===== src/rtl/softmax_result_buffer_16_pkg.sv =====
// rtl/softmax_result_buffer_16_pkg.sv - shared types and constants for the softmax result buffer
package softmax_result_buffer_16_pkg;

  typedef enum logic [1:0] {
    IDLE    = 2'd0,
    COLLECT = 2'd1,
    DRAIN   = 2'd2
  } state_e;

  localparam int FRAC_BITS = 15;
  localparam int ONE       = 1 << FRAC_BITS;

  function automatic int idx_width(input int n);
    return (n > 1) ? $clog2(n) : 1;
  endfunction

endpackage


===== src/rtl/softmax_frame_ram_16.sv =====
// rtl/softmax_frame_ram_16.sv - frame register array, one sync write port, one async read port
module softmax_frame_ram_16 #(
  parameter int data_w = 16,
  parameter int depth  = 10,
  parameter int addr_w = 4
) (
  input  logic              clk_i,
  input  logic              we_i,
  input  logic [addr_w-1:0] waddr_i,
  input  logic [data_w-1:0] wdata_i,
  input  logic [addr_w-1:0] raddr_i,
  output logic [data_w-1:0] rdata_o
);

  logic [data_w-1:0] mem_q [depth];

  always_ff @(posedge clk_i) begin
    if (we_i) begin
      mem_q[waddr_i] <= wdata_i;
    end
  end

  assign rdata_o = mem_q[raddr_i];

endmodule


===== src/rtl/softmax_result_buffer_16.sv =====
// rtl/softmax_result_buffer_16.sv - frame buffer with arg-max tracking and valid/ready drain
// Optional sum check on sum_err_o when SOFTMAX_SUM_CHECK_EN is defined.
module softmax_result_buffer_16
  import softmax_result_buffer_16_pkg::*;
#(
  parameter int data_size      = 16,
  parameter int number_of_data = 10,
  parameter int frac_bits      = FRAC_BITS,
  parameter int sum_tol        = 64
) (
  input  logic                                 clock_i,
  input  logic                                 reset_i,
  input  logic [data_size-1:0]                 result_data_i,
  input  logic                                 result_data_valid_i,
  input  logic                                 result_done_i,
  output logic [data_size-1:0]                 out_data_o,
  output logic                                 out_valid_o,
  input  logic                                 out_ready_i,
  output logic                                 out_last_o,
  output logic [idx_width(number_of_data)-1:0] argmax_o,
  output logic                                 argmax_valid_o,
  output logic                                 overflow_o
`ifdef SOFTMAX_SUM_CHECK_EN
  ,
  output logic                                 sum_err_o
`endif
);

  localparam int idx_w = idx_width(number_of_data);
  localparam int cnt_w = $clog2(number_of_data + 1);
  localparam logic [cnt_w-1:0] n_c = cnt_w'(number_of_data);

  state_e                 state_q, state_d;
  logic [cnt_w-1:0]       count_q, count_d;
  logic [cnt_w-1:0]       rd_ptr_q, rd_ptr_d;
  logic [data_size-1:0]   max_q, max_d;
  logic [idx_w-1:0]       argmax_q, argmax_d;
  logic                   argmax_valid_q, argmax_valid_d;
  logic                   overflow_q, overflow_d;

  logic                   accept;
  logic                   drop;
  logic                   last_word;
  logic                   xfer_last;
  logic                   enter_drain;
  logic [data_size-1:0]   ram_rdata;

  // Writes are only possible while a frame slot is free; everything else is dropped.
  assign accept    = result_data_valid_i &&
                     ((state_q == IDLE) || ((state_q == COLLECT) && (count_q != n_c)));
  assign drop      = result_data_valid_i && !accept;
  assign last_word = (rd_ptr_q == count_q - cnt_w'(1));
  assign xfer_last = (state_q == DRAIN) && out_ready_i && last_word;
  assign enter_drain = (state_d == DRAIN) && (state_q != DRAIN);

  softmax_frame_ram_16 #(
    .data_w (data_size),
    .depth  (number_of_data),
    .addr_w (idx_w)
  ) u_ram (
    .clk_i   (clock_i),
    .we_i    (accept),
    .waddr_i (count_q[idx_w-1:0]),
    .wdata_i (result_data_i),
    .raddr_i (rd_ptr_q[idx_w-1:0]),
    .rdata_o (ram_rdata)
  );

  always_ff @(posedge clock_i or posedge reset_i) begin
    if (reset_i) begin
      state_q        <= IDLE;
      count_q        <= '0;
      rd_ptr_q       <= '0;
      max_q          <= '0;
      argmax_q       <= '0;
      argmax_valid_q <= 1'b0;
      overflow_q     <= 1'b0;
    end else begin
      state_q        <= state_d;
      count_q        <= count_d;
      rd_ptr_q       <= rd_ptr_d;
      max_q          <= max_d;
      argmax_q       <= argmax_d;
      argmax_valid_q <= argmax_valid_d;
      overflow_q     <= overflow_d;
    end
  end

  always_comb begin
    state_d = state_q;
    case (state_q)
      IDLE: begin
        if (result_data_valid_i) begin
          state_d = (result_done_i || (number_of_data == 1)) ? DRAIN : COLLECT;
        end
      end
      COLLECT: begin
        if (result_done_i || (accept && (count_q == n_c - cnt_w'(1)))) begin
          state_d = DRAIN;
        end
      end
      DRAIN: begin
        if (xfer_last) begin
          state_d = IDLE;
        end
      end
      default: state_d = IDLE;
    endcase
  end

  always_comb begin
    count_d        = count_q;
    rd_ptr_d       = rd_ptr_q;
    max_d          = max_q;
    argmax_d       = argmax_q;
    overflow_d     = overflow_q | drop;
    argmax_valid_d = enter_drain;
    if (accept) begin
      count_d = count_q + cnt_w'(1);
      // Strict compare keeps the lowest index on ties; the first word always loads.
      if ((state_q == IDLE) || (result_data_i > max_q)) begin
        max_d    = result_data_i;
        argmax_d = count_q[idx_w-1:0];
      end
    end
    if ((state_q == DRAIN) && out_ready_i) begin
      rd_ptr_d = rd_ptr_q + cnt_w'(1);
    end
    if (xfer_last) begin
      count_d  = '0;
      rd_ptr_d = '0;
      max_d    = '0;
    end
  end

  always_comb begin
    out_valid_o    = (state_q == DRAIN);
    out_data_o     = out_valid_o ? ram_rdata : '0;
    out_last_o     = out_valid_o && last_word;
    argmax_o       = argmax_q;
    argmax_valid_o = argmax_valid_q;
    overflow_o     = overflow_q;
  end

`ifdef SOFTMAX_SUM_CHECK_EN
  localparam int acc_w = data_size + $clog2(number_of_data);
  localparam logic [acc_w-1:0] one_c = acc_w'(ONE);
  localparam logic [acc_w-1:0] tol_c = acc_w'(sum_tol);

  logic [acc_w-1:0] acc_q, acc_d;
  logic             sum_err_q, sum_err_d;
  logic [acc_w-1:0] sum_diff;

  always_ff @(posedge clock_i or posedge reset_i) begin
    if (reset_i) begin
      acc_q     <= '0;
      sum_err_q <= 1'b0;
    end else begin
      acc_q     <= acc_d;
      sum_err_q <= sum_err_d;
    end
  end

  // acc_d already includes a word written on the same cycle as the done pulse.
  always_comb begin
    acc_d = acc_q;
    if (accept) begin
      acc_d = ((state_q == IDLE) ? '0 : acc_q) + acc_w'(result_data_i);
    end
    if (xfer_last) begin
      acc_d = '0;
    end
    sum_diff  = (acc_d >= one_c) ? (acc_d - one_c) : (one_c - acc_d);
    sum_err_d = enter_drain ? (sum_diff > tol_c) : sum_err_q;
  end

  assign sum_err_o = sum_err_q;
`endif

endmodule


===== config.mk =====
export PLATFORM = sky130hd
export DESIGN_NAME = softmax_result_buffer_16
export DESIGN_NICKNAME = d
export VERILOG_FILES = /design/src/rtl/softmax_result_buffer_16_pkg.sv /design/src/rtl/softmax_frame_ram_16.sv /design/src/rtl/softmax_result_buffer_16.sv
export SDC_FILE = /design/constraint.sdc
export NUM_CORES = 1
export LEC_CHECK = 0
export CELL_PAD_IN_SITES_DETAIL_PLACEMENT = 1
export CELL_PAD_IN_SITES_GLOBAL_PLACEMENT = 2
export CORE_MARGIN = 2
export CORE_UTILIZATION = 30
export DETAILED_ROUTE_END_ITERATION = 7
export PLACE_DENSITY_LB_ADDON = 0.2
export SLEW_MARGIN = 30
export SYNTH_ARGS = -nofsm -noshare
export SYNTH_HDL_FRONTEND = slang
export SYNTH_SLANG_ARGS = --single-unit
export TNS_END_PERCENT = 1

===== constraint.sdc =====
create_clock -name clock_i -period 3.09 [get_ports clock_i]
set_clock_uncertainty 0.15 [all_clocks]
set_input_delay 0.618 -clock clock_i [delete_from_list [all_inputs] [get_ports clock_i]]
set_output_delay 0.618 -clock clock_i [all_outputs]
set_load 0.01 [all_outputs]

==> results <==
- The worst register-to-register path has a depth of 8.
- Yosys printed 0 warnings.
- The final setup violation count is 0.
- By startpoint and endpoint, the worst setup path is classified as flip-flop to output pin.
- The synthesized netlist occupies a cell area of 8193 µm².
- The source-to-sink clock delay at the later pin of the worst-skew pair is roughly 0.45 ns.
- The number of DRC violations after detailed routing is 0.
- Setup total negative slack on the finished layout was measured at 0 ns.
- Of all nets on the critical path, the largest fanout is 4.
- The average via count per standard cell is 4.783.
- The cell count of the worst hold path is 1.
- The core outline area is 26880 µm².
- The CTS sink count is between 150 and 200.
- The residual antenna-violating net count after detailed routing is 0.
- The first-pass GRT wire length is 31.45 mm.
- Of the total synthesized cell area, the portion taken by AND, OR, NAND and NOR gates is roughly 5.3%.
- Global routing finished with a remaining overflow of 0.
- The congestion estimate from routability-driven global placement came to 0.7133.
- The final max-slew violation count is 0.
- The worst path in the final design needs a cycle of 3.090 ns, including I/O delays and setup.
- The number of DRC markers after the initial detailed-route iteration is 222.
- The number of buffers added on ports is 44.
- The area growth from synthesis to final layout is 25.87%.
- The switching component of the power is 3.024 mW.
- The repair_antennas step left the layout with diodes totalling 0.
- Once the floorplan was initialized, standard cells occupied 30.48% of the core.
- The number of clock buffers added by TritonCTS is 17.
- The tool flagged a number of max-cap violations equal to 0.
- In this run the clock root is driven by a clkbuf_16.
- The overall track demand over capacity in global routing is between 10% and 20%.
- Hold is met by 0.3570 ns.
- The number of nets in the synthesized netlist is 540.
- In the layout the commonest cells are edfxtp_1 (160), buf_4 (60), inv_1 (35).
- The mux cell area share after synthesis is a little over an eighth.
- The startpoint of the worst-slack reg-to-reg timing path is max_q[11].
- The number of global-route vias before repair came to 5197.
- Setup repair after global routing could not meet its margin everywhere.
- Each instance of the synthesized netlist takes up on average around 16 µm².
- The cell count after synthesis came out at 497.
- The switching part of the total is 32.90%.
- The cell-internal power is 6.167 mW.
- The deepest level of the CTS H-tree is 4.
- The total number of nets in the final design is 652.
- Cells with a size suffix above 1 make up 29.74% of the layout.
- The worst path uses 99.98% of the clock period.
- The worst-case headroom to the max-slew limit is 61.36%.
- The first-pass iteration count of the detailed router is 4.
- The share of the synthesized netlist area taken by xor and xnor gates is less than 1%.
- The total via count in the routed design is between 4000 and 5000.
- The final count of hold timing violations was 0.
- The share of power burned in combinational logic is 39.0%.
- The die is between 150 and 200 µm wide.
- Registers are responsible for 37.3% of the overall power.
- Dividing total power by cell area gives a power density of 891.3 nW/µm².
- The sum of net half-perimeters after detailed placement is ~13 mm.
- The adder-cell area share of the yosys netlist is under 10%.
- The type of origin of the critical path is a flip-flop.
- In this run the register-to-register setup slack is 0.45 ns.
- The type of the worst min-delay path is flip-flop to flip-flop.
- Wires add up to 20.26 mm.
- The count of hold buffers inserted by post-cts repair is 0.
- The endpoint of the worst hold-timing path is overflow_o.
- 45 I/O pins were placed.
- The pin count of the biggest net entering global routing is 37.
- The static power due to leakage is 3.802 nW.
- The number of antenna violations at the first check in global routing was 0.
- The worst-case vdd ir drop is 370.6 µV.
- The flow ran to the end, and the final reports show no timing, DRC or antenna violations.
- The nature of the critical path endpoint is an output pin.
- After clock tree synthesis, the clock-pin slew on the worst setup and hold paths is about 0.080 ns.
- Summing the areas of all compound-gate instances in the mapped netlist gives 5.437% of the synthesized area.
- In this run, the clock network consumes between 20% and 30% of the power.
- The floorplan has 60 rows.
- The source of the worst hold timing path is overflow_o.
- The die covers 28650 µm².
- The die is ~170 µm tall.
- Leaving out fill and tap cells, the most frequent cell in the layout is edfxtp_1.
- The design draws just over 9 mW.
- Dividing the detail-routed wire length by the instance count gives 21.04 µm.
- The maximum clock insertion buffer count is 2.
- At the worst endpoint, the required time is 2.32 ns.
- Derived from the worst setup path, the maximum achievable clock frequency is roughly 0.32 GHz.
- Yosys mapped the design onto 41 distinct sky130hd cell types.
- At the pin with the least slew margin, the transition time is 0.5795 ns.
- The endpoint of the lowest-slack register-to-register path is argmax_o[0].
- STA puts the critical path data arrival time at 2.32 ns.
- In this run, synthesis produced a sequential element count of 192.
- The largest family of logic cells by synthesized area is multiplexers.
- The portion of the post-synthesis area used by sequential elements is 68.42%.
- The TritonCTS clock tree is yes.
## synthesized netlist by cell type, drive strengths merged
| cell type | instances | area [µm²] |
|---|---|---|
| inv | 36 | 135.1 |
| mux2i | 32 | 320.3 |
| clkbuf | 15 | 56.30 |
| a21o | 3 | 22.52 |
| nand2b | 4 | 25.02 |
| buf | 10 | 61.30 |
| edfxtp | 160 | 4805 |
| nor3 | 4 | 20.02 |
| nand4 | 4 | 25.02 |
| mux4 | 32 | 720.7 |
| dfrtp | 32 | 800.8 |
| nand2 | 26 | 97.59 |
| and3 | 3 | 18.77 |
| o21bai | 2 | 15.01 |
| o21a | 1 | 7.510 |
| and2 | 10 | 62.56 |
| nor3b | 1 | 7.510 |
| nand3 | 2 | 10.01 |
| a31oi | 2 | 18.77 |
| a21oi | 8 | 40.04 |
| xnor2 | 5 | 43.79 |
| o31ai | 1 | 12.51 |
| o211ai | 1 | 7.510 |
| or4 | 1 | 11.26 |
| ha | 22 | 275.3 |
| nor2b | 18 | 112.6 |
| or3 | 1 | 6.260 |
| nor2 | 10 | 37.54 |
| a2111oi | 2 | 18.77 |
| o21ai | 6 | 30.02 |
| a311oi | 1 | 15.01 |
| mux2 | 4 | 60.06 |
| o2bb2ai | 2 | 17.52 |
| a211oi | 32 | 240.2 |
| xor2 | 4 | 35.03 |
## flip-flops by register name (all words and copies together), names as in the netlist
register,flops
argmax_o,4
argmax_valid_o,1
u_ram.mem_q,160
max_q,16
overflow_o,1
rd_ptr_q,4
state_q,2
count_q,4
## layer usage
layer	GRT usage, %	up-vias	part of all wire (%)
met5	0	-	0
met4	3.344	0	0.96
met3	3.288	17	2.3
met2	25.86	49	51
met1	19.53	2418	45
li1	-	2122	-
## cell type report
class | instances | area, µm²
clock buffer | 18 | 429.2
clock inverter | 14 | 151.4
fill | 2725 | 16560
inverter | 36 | 135.1
multi-input combinational | 244 | 2451
sequential | 192 | 5610
tap | 341 | 426.7
timing repair buffer | 118 | 1109
## stage by stage
step,worst slack [ns],instance area [µm²],utilization [%],instances
floorplan,0.4054,8193,-,497
global placement,-0.2783,9470,35.24,914
detailed placement,-0.3419,9470,35.24,914
CTS,-0.04093,10280,38.24,960
global route,-0.09371,10310,38.37,963
finish,0.0004903,10310,38.37,963
## power groups by stage
stage / Sequential [mW] / Clock, mW / Combinational, mW
after floorplan: 3.38 / 0 / 2.02
after global placement: 3.48 / 0 / 3.19
after detailed placement: 3.50 / 0 / 3.25
after CTS: 3.43 / 2.24 / 3.61
after global routing: 3.47 / 2.33 / 3.95
final: 3.42 / 2.18 / 3.59
## worst max-delay path, stage by stage, from the launching register on
cell      delay (ns)
dfrtp_4         0.51
buf_8           0.15
buf_12          0.12
buf_16          0.12
mux4_2          0.42
nor2b_4         0.14
a211oi_2        0.23
a211oi_2        0.05
buf_2           0.15
## how the worst max path moves through the flow
| stage | startpoint | end | slack (ns) | cells after the start |
|---|---|---|---|---|
| 2_1_floorplan | result_data_i[15] | argmax_o[0] | 0.41 | 7 |
| 3_3_place_gp | result_data_i[15] | argmax_o[3] | -0.28 | 9 |
| 3_5_place_dp | result_data_i[15] | max_q[11] | -0.34 | 9 |
| 4_1_cts | rd_ptr_q[0] | out_data_o[2] | -0.04 | 7 |
| 5_1_grt | rd_ptr_q[0] | out_data_o[10] | -0.09 | 8 |
| 6_report | rd_ptr_q[0] | out_data_o[10] | 0.0005 | 8 |
## repair_timing
item                       CTS  global route
cloned                       2             0
pin swaps                   16             9
setup buffers               13             4
gates resized for setup     90             9
setup endpoints to repair   17            13
## kinds of logic (layout without fill, tap and decap cells)
family                   count (synthesis)  in the layout
flip-flops                             192            192
multiplexers                            68             68
buffers and inverters                   61            186
adder cells (fa/ha/maj)                 22             22
XOR/XNOR                                 9              9
AO/OA/AOI/OAI                           61             61
AND/OR/NAND/NOR                         84             84
(Power assumes the default switching activity.)
